===== src/rtl/aib_axi_follower_resp_credit_buf_if.sv =====
`default_nettype none
// ============================================================================
// Module      : aib_axi_follower_resp_credit_buf_if
// Description : Bundles the AXI B/R channels, link transmit channels, credit
//               return pulses and status outputs of the follower response
//               credit buffer.
// Revision    : 1.0 - initial release
// ============================================================================
interface aib_axi_follower_resp_credit_buf_if #(
    parameter int DATA_WIDTH = 128,
    parameter int ID_WIDTH   = 4,
    parameter int B_DEPTH    = 8,
    parameter int R_DEPTH    = 16,
    parameter int CREDIT_W   = 8
);
    // Credit initial values, loaded every cycle reset is held
    logic [CREDIT_W-1:0]               init_b_credit;
    logic [CREDIT_W-1:0]               init_r_credit;

    // AXI write response channel from the user subordinate
    logic [ID_WIDTH-1:0]               m_axi_bid;
    logic [1:0]                        m_axi_bresp;
    logic                              m_axi_bvalid;
    logic                              m_axi_bready;

    // AXI read data channel from the user subordinate
    logic [ID_WIDTH-1:0]               m_axi_rid;
    logic [DATA_WIDTH-1:0]             m_axi_rdata;
    logic [1:0]                        m_axi_rresp;
    logic                              m_axi_rlast;
    logic                              m_axi_rvalid;
    logic                              m_axi_rready;

    // Link transmit path toward the leader
    logic [ID_WIDTH+1:0]               b_tx_data;
    logic                              b_tx_valid;
    logic                              b_tx_ready;
    logic [ID_WIDTH+DATA_WIDTH+2:0]    r_tx_data;
    logic                              r_tx_valid;
    logic                              r_tx_ready;

    // Credit returns from the leader
    logic                              b_credit_ret;
    logic                              r_credit_ret;

    // Status
    logic [CREDIT_W-1:0]               b_credit_cnt;
    logic [CREDIT_W-1:0]               r_credit_cnt;
    logic [$clog2(B_DEPTH+1)-1:0]      b_level;
    logic [$clog2(R_DEPTH+1)-1:0]      r_level;
    logic                              err_credit_ovf;

    // Environment side: AXI subordinate, link transmitter and credit source
    modport master (
        output init_b_credit, init_r_credit,
        output m_axi_bid, m_axi_bresp, m_axi_bvalid,
        input  m_axi_bready,
        output m_axi_rid, m_axi_rdata, m_axi_rresp, m_axi_rlast, m_axi_rvalid,
        input  m_axi_rready,
        input  b_tx_data, b_tx_valid,
        output b_tx_ready,
        input  r_tx_data, r_tx_valid,
        output r_tx_ready,
        output b_credit_ret, r_credit_ret,
        input  b_credit_cnt, r_credit_cnt, b_level, r_level, err_credit_ovf
    );

    // Buffer side
    modport slave (
        input  init_b_credit, init_r_credit,
        input  m_axi_bid, m_axi_bresp, m_axi_bvalid,
        output m_axi_bready,
        input  m_axi_rid, m_axi_rdata, m_axi_rresp, m_axi_rlast, m_axi_rvalid,
        output m_axi_rready,
        output b_tx_data, b_tx_valid,
        input  b_tx_ready,
        output r_tx_data, r_tx_valid,
        input  r_tx_ready,
        input  b_credit_ret, r_credit_ret,
        output b_credit_cnt, r_credit_cnt, b_level, r_level, err_credit_ovf
    );
endinterface
`default_nettype wire


===== src/rtl/aib_axi_follower_resp_credit_buf.sv =====
`default_nettype none
// ============================================================================
// Module      : aib_axi_follower_resp_credit_buf
// Description : Follower-side response return stage. Buffers AXI write
//               responses and read beats in two independent first-word
//               fall-through FIFOs and forwards each toward the AIB link only
//               while leader-granted credits are available.
// Revision    : 1.0 - initial release
// ============================================================================
module aib_axi_follower_resp_credit_buf #(
    parameter int DATA_WIDTH = 128,
    parameter int ID_WIDTH   = 4,
    parameter int B_DEPTH    = 8,
    parameter int R_DEPTH    = 16,
    parameter int CREDIT_W   = 8,
    parameter int CREDIT_EN  = 1
) (
    input  logic                                  clk_wr,
    input  logic                                  rst_wr,
    aib_axi_follower_resp_credit_buf_if.slave     bus
);

    // ------------------------------------------------------------------------
    // Derived constants
    // ------------------------------------------------------------------------
    localparam int c_b_aw = $clog2(B_DEPTH);
    localparam int c_r_aw = $clog2(R_DEPTH);
    localparam int c_b_lw = $clog2(B_DEPTH + 1);
    localparam int c_r_lw = $clog2(R_DEPTH + 1);
    localparam int c_b_tw = ID_WIDTH + 2;
    localparam int c_r_tw = ID_WIDTH + DATA_WIDTH + 3;

    localparam logic [c_b_lw-1:0]   c_b_full    = c_b_lw'(B_DEPTH);
    localparam logic [c_r_lw-1:0]   c_r_full    = c_r_lw'(R_DEPTH);
    localparam logic [CREDIT_W-1:0] c_cnt_max   = {CREDIT_W{1'b1}};
    localparam logic                c_credit_on = (CREDIT_EN != 0);

    // ------------------------------------------------------------------------
    // B channel state
    // ------------------------------------------------------------------------
    logic [c_b_tw-1:0]   r_b_mem [B_DEPTH];
    logic [c_b_aw:0]     r_b_wptr;
    logic [c_b_aw:0]     r_b_rptr;
    logic [c_b_lw-1:0]   r_b_level;
    logic [CREDIT_W-1:0] r_b_cnt;
    logic                w_b_ready;
    logic                w_b_valid;
    logic                w_b_has_credit;
    logic                w_b_push;
    logic                w_b_pop;

    // ------------------------------------------------------------------------
    // R channel state
    // ------------------------------------------------------------------------
    logic [c_r_tw-1:0]   r_r_mem [R_DEPTH];
    logic [c_r_aw:0]     r_r_wptr;
    logic [c_r_aw:0]     r_r_rptr;
    logic [c_r_lw-1:0]   r_r_level;
    logic [CREDIT_W-1:0] r_r_cnt;
    logic                w_r_ready;
    logic                w_r_valid;
    logic                w_r_has_credit;
    logic                w_r_push;
    logic                w_r_pop;

    logic                r_err_ovf;
    logic                w_b_ovf;
    logic                w_r_ovf;

    // ------------------------------------------------------------------------
    // Handshake qualification
    // ------------------------------------------------------------------------
    // AXI side accepts whenever a slot is free; reset forces ready low so
    // nothing is captured while the buffer is being cleared.
    assign w_b_ready      = !rst_wr && (r_b_level != c_b_full);
    assign w_r_ready      = !rst_wr && (r_r_level != c_r_full);

    // With credits disabled the counter value is irrelevant to forwarding.
    assign w_b_has_credit = !c_credit_on || (r_b_cnt != '0);
    assign w_r_has_credit = !c_credit_on || (r_r_cnt != '0);

    // A pop consumes a credit, so valid can only drop through a pop: the
    // offer stays up until the link takes it.
    assign w_b_valid      = !rst_wr && (r_b_level != '0) && w_b_has_credit;
    assign w_r_valid      = !rst_wr && (r_r_level != '0) && w_r_has_credit;

    assign w_b_push       = bus.m_axi_bvalid && w_b_ready;
    assign w_r_push       = bus.m_axi_rvalid && w_r_ready;
    assign w_b_pop        = w_b_valid && bus.b_tx_ready;
    assign w_r_pop        = w_r_valid && bus.r_tx_ready;

    // Credit return at the ceiling with no offsetting pop cannot be absorbed.
    assign w_b_ovf        = c_credit_on && bus.b_credit_ret && !w_b_pop && (r_b_cnt == c_cnt_max);
    assign w_r_ovf        = c_credit_on && bus.r_credit_ret && !w_r_pop && (r_r_cnt == c_cnt_max);

    // ------------------------------------------------------------------------
    // Outputs
    // ------------------------------------------------------------------------
    assign bus.m_axi_bready   = w_b_ready;
    assign bus.m_axi_rready   = w_r_ready;
    assign bus.b_tx_valid     = w_b_valid;
    assign bus.r_tx_valid     = w_r_valid;
    assign bus.b_tx_data      = r_b_mem[r_b_rptr[c_b_aw-1:0]];
    assign bus.r_tx_data      = r_r_mem[r_r_rptr[c_r_aw-1:0]];
    assign bus.b_level        = r_b_level;
    assign bus.r_level        = r_r_level;
    assign bus.b_credit_cnt   = r_b_cnt;
    assign bus.r_credit_cnt   = r_r_cnt;
    assign bus.err_credit_ovf = r_err_ovf;

    // ------------------------------------------------------------------------
    // B FIFO
    // ------------------------------------------------------------------------
    // Entry storage is not reset; the head is don't-care while level is 0.
    always_ff @(posedge clk_wr) begin
        if (w_b_push) begin
            r_b_mem[r_b_wptr[c_b_aw-1:0]] <= {bus.m_axi_bid, bus.m_axi_bresp};
        end
    end

    // Pointers and occupancy; reset drops any buffered responses.
    always_ff @(posedge clk_wr) begin
        if (rst_wr) begin
            r_b_wptr  <= '0;
            r_b_rptr  <= '0;
            r_b_level <= '0;
        end else begin
            if (w_b_push) begin
                r_b_wptr <= r_b_wptr + 1'b1;
            end
            if (w_b_pop) begin
                r_b_rptr <= r_b_rptr + 1'b1;
            end
            case ({w_b_push, w_b_pop})
                2'b10:   r_b_level <= r_b_level + 1'b1;
                2'b01:   r_b_level <= r_b_level - 1'b1;
                default: r_b_level <= r_b_level;
            endcase
        end
    end

    // ------------------------------------------------------------------------
    // R FIFO
    // ------------------------------------------------------------------------
    // Beat storage: {rid, rdata, rresp, rlast}, written on AXI acceptance.
    always_ff @(posedge clk_wr) begin
        if (w_r_push) begin
            r_r_mem[r_r_wptr[c_r_aw-1:0]] <= {bus.m_axi_rid, bus.m_axi_rdata,
                                              bus.m_axi_rresp, bus.m_axi_rlast};
        end
    end

    // Pointers and occupancy; reset drops any buffered beats.
    always_ff @(posedge clk_wr) begin
        if (rst_wr) begin
            r_r_wptr  <= '0;
            r_r_rptr  <= '0;
            r_r_level <= '0;
        end else begin
            if (w_r_push) begin
                r_r_wptr <= r_r_wptr + 1'b1;
            end
            if (w_r_pop) begin
                r_r_rptr <= r_r_rptr + 1'b1;
            end
            case ({w_r_push, w_r_pop})
                2'b10:   r_r_level <= r_r_level + 1'b1;
                2'b01:   r_r_level <= r_r_level - 1'b1;
                default: r_r_level <= r_r_level;
            endcase
        end
    end

    // ------------------------------------------------------------------------
    // Credit counters
    // ------------------------------------------------------------------------
    generate
        if (CREDIT_EN != 0) begin : g_credit
            // B credits: pop spends one, a return adds one, both cancel out;
            // a return at the ceiling is dropped (flagged separately).
            always_ff @(posedge clk_wr) begin
                if (rst_wr) begin
                    r_b_cnt <= bus.init_b_credit;
                end else if (bus.b_credit_ret && !w_b_pop) begin
                    if (r_b_cnt != c_cnt_max) begin
                        r_b_cnt <= r_b_cnt + 1'b1;
                    end
                end else if (w_b_pop && !bus.b_credit_ret) begin
                    r_b_cnt <= r_b_cnt - 1'b1;
                end
            end

            // R credits: same accounting, one credit per beat.
            always_ff @(posedge clk_wr) begin
                if (rst_wr) begin
                    r_r_cnt <= bus.init_r_credit;
                end else if (bus.r_credit_ret && !w_r_pop) begin
                    if (r_r_cnt != c_cnt_max) begin
                        r_r_cnt <= r_r_cnt + 1'b1;
                    end
                end else if (w_r_pop && !bus.r_credit_ret) begin
                    r_r_cnt <= r_r_cnt - 1'b1;
                end
            end
        end else begin : g_no_credit
            // Returns carry no meaning when forwarding is not credit-gated.
            logic w_unused_credit_ret;
            assign w_unused_credit_ret = bus.b_credit_ret ^ bus.r_credit_ret;

            // Counters just mirror the reset load and then hold.
            always_ff @(posedge clk_wr) begin
                if (rst_wr) begin
                    r_b_cnt <= bus.init_b_credit;
                    r_r_cnt <= bus.init_r_credit;
                end
            end
        end
    endgenerate

    // Sticky overflow flag, cleared only by reset.
    always_ff @(posedge clk_wr) begin
        if (rst_wr) begin
            r_err_ovf <= 1'b0;
        end else if (w_b_ovf || w_r_ovf) begin
            r_err_ovf <= 1'b1;
        end
    end

endmodule
`default_nettype wire


===== src/flat_wrapper.sv =====
// flat-port wrapper written by rule: the top's interface ports become plain ports
module aib_axi_follower_resp_credit_buf_flat 
#(
    parameter int DATA_WIDTH = 128,
    parameter int ID_WIDTH   = 4,
    parameter int B_DEPTH    = 8,
    parameter int R_DEPTH    = 16,
    parameter int CREDIT_W   = 8,
    parameter int CREDIT_EN  = 1
)
  (clk_wr, rst_wr, bus_init_b_credit, bus_init_r_credit, bus_m_axi_bid, bus_m_axi_bresp, bus_m_axi_bvalid, bus_m_axi_bready, bus_m_axi_rid, bus_m_axi_rdata, bus_m_axi_rresp, bus_m_axi_rlast, bus_m_axi_rvalid, bus_m_axi_rready, bus_b_tx_data, bus_b_tx_valid, bus_b_tx_ready, bus_r_tx_data, bus_r_tx_valid, bus_r_tx_ready, bus_b_credit_ret, bus_r_credit_ret, bus_b_credit_cnt, bus_r_credit_cnt, bus_b_level, bus_r_level, bus_err_credit_ovf);
  aib_axi_follower_resp_credit_buf_if #(.DATA_WIDTH(DATA_WIDTH), .ID_WIDTH(ID_WIDTH), .B_DEPTH(B_DEPTH), .R_DEPTH(R_DEPTH), .CREDIT_W(CREDIT_W)) bus_i ();
  input  logic clk_wr;
  input  logic rst_wr;
  input wire logic [$bits(bus_i.init_b_credit)-1:0] bus_init_b_credit;
  input wire logic [$bits(bus_i.init_r_credit)-1:0] bus_init_r_credit;
  input wire logic [$bits(bus_i.m_axi_bid)-1:0] bus_m_axi_bid;
  input wire logic [$bits(bus_i.m_axi_bresp)-1:0] bus_m_axi_bresp;
  input wire logic [$bits(bus_i.m_axi_bvalid)-1:0] bus_m_axi_bvalid;
  output wire logic [$bits(bus_i.m_axi_bready)-1:0] bus_m_axi_bready;
  input wire logic [$bits(bus_i.m_axi_rid)-1:0] bus_m_axi_rid;
  input wire logic [$bits(bus_i.m_axi_rdata)-1:0] bus_m_axi_rdata;
  input wire logic [$bits(bus_i.m_axi_rresp)-1:0] bus_m_axi_rresp;
  input wire logic [$bits(bus_i.m_axi_rlast)-1:0] bus_m_axi_rlast;
  input wire logic [$bits(bus_i.m_axi_rvalid)-1:0] bus_m_axi_rvalid;
  output wire logic [$bits(bus_i.m_axi_rready)-1:0] bus_m_axi_rready;
  output wire logic [$bits(bus_i.b_tx_data)-1:0] bus_b_tx_data;
  output wire logic [$bits(bus_i.b_tx_valid)-1:0] bus_b_tx_valid;
  input wire logic [$bits(bus_i.b_tx_ready)-1:0] bus_b_tx_ready;
  output wire logic [$bits(bus_i.r_tx_data)-1:0] bus_r_tx_data;
  output wire logic [$bits(bus_i.r_tx_valid)-1:0] bus_r_tx_valid;
  input wire logic [$bits(bus_i.r_tx_ready)-1:0] bus_r_tx_ready;
  input wire logic [$bits(bus_i.b_credit_ret)-1:0] bus_b_credit_ret;
  input wire logic [$bits(bus_i.r_credit_ret)-1:0] bus_r_credit_ret;
  output wire logic [$bits(bus_i.b_credit_cnt)-1:0] bus_b_credit_cnt;
  output wire logic [$bits(bus_i.r_credit_cnt)-1:0] bus_r_credit_cnt;
  output wire logic [$bits(bus_i.b_level)-1:0] bus_b_level;
  output wire logic [$bits(bus_i.r_level)-1:0] bus_r_level;
  output wire logic [$bits(bus_i.err_credit_ovf)-1:0] bus_err_credit_ovf;
  assign bus_i.init_b_credit = bus_init_b_credit;
  assign bus_i.init_r_credit = bus_init_r_credit;
  assign bus_i.m_axi_bid = bus_m_axi_bid;
  assign bus_i.m_axi_bresp = bus_m_axi_bresp;
  assign bus_i.m_axi_bvalid = bus_m_axi_bvalid;
  assign bus_m_axi_bready = bus_i.m_axi_bready;
  assign bus_i.m_axi_rid = bus_m_axi_rid;
  assign bus_i.m_axi_rdata = bus_m_axi_rdata;
  assign bus_i.m_axi_rresp = bus_m_axi_rresp;
  assign bus_i.m_axi_rlast = bus_m_axi_rlast;
  assign bus_i.m_axi_rvalid = bus_m_axi_rvalid;
  assign bus_m_axi_rready = bus_i.m_axi_rready;
  assign bus_b_tx_data = bus_i.b_tx_data;
  assign bus_b_tx_valid = bus_i.b_tx_valid;
  assign bus_i.b_tx_ready = bus_b_tx_ready;
  assign bus_r_tx_data = bus_i.r_tx_data;
  assign bus_r_tx_valid = bus_i.r_tx_valid;
  assign bus_i.r_tx_ready = bus_r_tx_ready;
  assign bus_i.b_credit_ret = bus_b_credit_ret;
  assign bus_i.r_credit_ret = bus_r_credit_ret;
  assign bus_b_credit_cnt = bus_i.b_credit_cnt;
  assign bus_r_credit_cnt = bus_i.r_credit_cnt;
  assign bus_b_level = bus_i.b_level;
  assign bus_r_level = bus_i.r_level;
  assign bus_err_credit_ovf = bus_i.err_credit_ovf;
  aib_axi_follower_resp_credit_buf #(.DATA_WIDTH(DATA_WIDTH), .ID_WIDTH(ID_WIDTH), .B_DEPTH(B_DEPTH), .R_DEPTH(R_DEPTH), .CREDIT_W(CREDIT_W), .CREDIT_EN(CREDIT_EN)) u_core (.clk_wr(clk_wr), .rst_wr(rst_wr), .bus(bus_i));
endmodule

===== config.mk =====
export PLATFORM = sky130hd
export DESIGN_NAME = aib_axi_follower_resp_credit_buf_flat
export DESIGN_NICKNAME = d
export VERILOG_FILES = /design/src/rtl/aib_axi_follower_resp_credit_buf_if.sv /design/src/rtl/aib_axi_follower_resp_credit_buf.sv /design/src/flat_wrapper.sv
export SDC_FILE = /design/constraint.sdc
export NUM_CORES = 2
export LEC_CHECK = 0
export ABC_AREA = 1
export CORE_ASPECT_RATIO = 0.75
export CORE_MARGIN = 5
export CORE_UTILIZATION = 55
export DETAILED_ROUTE_END_ITERATION = 8
export PLACE_DENSITY = 0.74
export SLEW_MARGIN = 20
export SYNTH_ARGS = -nofsm -noshare
export SYNTH_HDL_FRONTEND = slang
export SYNTH_SLANG_ARGS = --single-unit

===== constraint.sdc =====
create_clock -name clk_wr -period 12.4 [get_ports clk_wr]
set_clock_uncertainty 0.1 [all_clocks]
set_input_delay 2.48 -clock clk_wr [delete_from_list [all_inputs] [get_ports clk_wr]]
set_output_delay 2.48 -clock clk_wr [all_outputs]
set_load 0.005 [all_outputs]

==> flow_metrics.tcl <==
set metrics [dict create \
    cp-end-kind "output pin" \
    area_growth_pct 13.0 \
    routed_via_density 6.24 \
    synth_ff_type "edfxtp_1" \
    track_usage 0.259 \
    post-place-ws_ps 4860 \
    start_util 0.551 \
    die_h_um 356 \
    hold_path.class "register to register" \
    layout_min_cycle_time_ps 8570 \
    vdd.ir_drop.worst_mv 0.157 \
    fillCellCount 11500 \
    synth_cells 6335 \
    cts_root_buffer "clkbuf_16" \
    ys_top_cells_by_area "edfxtp_1, o21ai_0, nor2_1, o221ai_1, o22ai_1" \
    drc 0 \
    place_area_um2 92600 \
    portBuffers 335 \
    powerDensity_nw_per_um2 168 \
    finalSetupViolCount 0 \
    power_leakage_nw 31.7 \
    synth_cell_types 38 \
    grt_pass1_vias 52900 \
    p_total_mw 16.7 \
    dieArea_um2 168000 \
    layout-drive-gt1-share 0.0594 \
    dp.cells 8408 \
    grt_pass1_wl_mm 332 \
    synth_area_leader_cell "edfxtp_1" \
    die_x_um 472 \
    startpoint_type "register" \
    cts_resized 0 \
    syn_nets 6531 \
    cts_setup_buffers 0 \
    design_area_um2 99300 \
    ys_warn_count 0 \
    layout_setup_ws_ps 3830 \
    cts.sinks 2255 \
    pin_count 336 \
    ys_seq_area_frac 0.767 \
    post-route-util 0.623 \
    seq_power_share 0.509 \
    vias 55000 \
    drt-initial-drc-count 6743 \
    place_congestion 0.775 \
    wl_per_cell_um 25.2 \
    timing.hold.ws_ps 359 \
    critPathArrivalTime_ps 5990 \
    p_switching_mw 4.06 \
    drtPass1Iterations 6 \
    hold_violations 0 \
    routed_wl_mm 223 \
    worstPathMaxFanout 255 \
    cts-htree-levels 4 \
    routed.top_layer "met5" \
    synth_edf_count 2224 \
    clkPwrFrac 0.372 \
    async_reset_ff_frac 0 \
    worst-setup-path-type "register to output pin" \
    clk_pin_slew_worst_paths_ps 60 \
    clk_latency_ps 830 \
    slew_headroom 0.0741 \
    clock_path_buffers 3 \
    route.met3.wl_mm 19.7 \
    maxClockFrequency_ghz 0.117 \
    nets 6687 \
    cap_viol_max_count 0 \
    antenna_left 0 \
    critPathRequiredTime_ps 9820 \
    row_count 127 \
    maxSlewViolCount 0 \
    fin_crit_sh 0.691 \
    numCtsBuffers 207 \
    worstMarginPinSlew_ps 1390 \
    finalNonFillerCells 8817 \
    avgSynthCellArea_um2 13.9 \
    grt_start_max_net_pins 299 \
    wl_met1_mm 89.5 \
    syn_area_um2 87900 \
    core-area_um2 159000 \
    route.met2.wl_mm 107 \
    synth_top_area_frac 0.760 \
    antenna_found_initial 35 \
    synth_seq_cells 2255 \
    rsz0062_at_grt "no" \
    internal_power_mw 12.6 \
    dpl.hpwl_mm 104 \
    cts_tree "built" \
    cts_hold_buffers 0 \
    tns_ps 0 \
    p_comb_frac 0.119 \
    overflow 0 \
    p_sw_frac 0.243 \
    outcome "finished, final reports clean" \
]
==> routing by layer <==
layer,GRT usage,vias to the layer above
met5,0,-
met4,0.0874,12
met3,0.0446,418
met2,0.422,2695
met1,0.360,27400
li1,-,24400
==> power by group through the flow <==
stage	clock, mW	sequential (mW)	combinational, mW
2_1_floorplan	0	8.65	1.19
3_3_place_gp	0	8.67	1.92
3_5_place_dp	0	8.67	1.97
4_1_cts	6.29	8.51	1.98
5_1_grt	6.62	8.51	2.19
6_report	6.21	8.51	1.99
==> flip-flops by register name, indices dropped and copies added (netlist names), named ones only <==
| register | count |
|---|---|
| u_core.r_r_wptr | 4 |
| u_core.bus.r_level | 5 |
| u_core.bus.b_credit_cnt | 8 |
| u_core.bus.r_credit_cnt | 8 |
| u_core.r_r_rptr | 4 |
| u_core.bus.b_level | 4 |
| u_core.r_b_rptr | 3 |
| u_core.bus.err_credit_ovf | 1 |
| u_core.r_r_mem | 2160 |
| u_core.r_b_mem | 48 |
| u_core.r_b_wptr | 3 |
==> critical path, stage by stage, from the launching register on <==
cell and delay [ps]:
dfxtp_4 900, buf_4 820, buf_4 920, buf_12 600, o21ai_0 320, o221ai_1 280, nand3_1 120, nand2_1 110
clkdlybuf4s50_1 510
==> cell families (layout without fill, tap and decap cells) <==
family          after synthesis  in the layout  share of synthesized area
fa+ha+maj                    31             31                    0.00476
flops                      2255           2255                      0.767
xor+xnor                      9              9                   0.000897
simple gates               1576           1576                     0.0697
compound gates             1953           1953                      0.131
buf+inv                     511            844                     0.0267
other cells                   0             21                          0
==> cell usage after synthesis (11+ instances only) <==
cell	instances
edfxtp_1	2224
buf_1	11
a21oi_1	31
o211ai_1	77
buf_6	17
clkbuf_1	251
nand2_1	163
nand3_1	124
o22ai_1	293
buf_4	29
dfxtp_1	31
o221ai_1	270
ha_1	27
nor2_1	1269
inv_1	47
buf_2	152
o21ai_1	84
o21ai_0	1167
==> path summary, 6_finish.rpt <==
check                        startpoint               endpoint  slack [ps]  cells past startpoint
setup / recovery               register      bus_r_tx_data[36]        3830                      8
hold / removal       u_core.r_b_rptr[2]     u_core.r_b_rptr[2]         360                      1
setup reg to reg  u_core.bus.r_level[2]  u_core.r_r_mem[0][61]        8370                     10
hold reg to reg      u_core.r_b_rptr[2]     u_core.r_b_rptr[2]         360                      1
==> layout make-up <==
cell class / instances / area, µm² / area share
timing repair buffer: 408 / 4120 / 0.0414
multi-input combinational: 3569 / 18200 / 0.184
tap: 2128 / 2660 / 0.0268
inverter: 50 / 226 / 0.00228
antenna: 21 / 52.6 / 0.000529
sequential: 2255 / 67400 / 0.679
clock inverter: 128 / 1140 / 0.0114
clock buffer: 258 / 5460 / 0.0549
==> layout by cell type (no fill, tap or decap), drive strengths merged, types with 12 or more instances in the layout <==
cell / instances
a21oi: 31
buf: 73
bufinv: 17
clkbuf: 258
clkdlybuf4s50: 335
clkinv: 92
dfxtp: 31
diode: 21
edfxtp: 2224
ha: 27
inv: 60
nand2: 163
nand3: 124
nor2: 1269
o211ai: 80
o21ai: 1251
o221ai: 280
o22ai: 293
or2: 12
No activity file was read; power rests on OpenSTA's default activity.
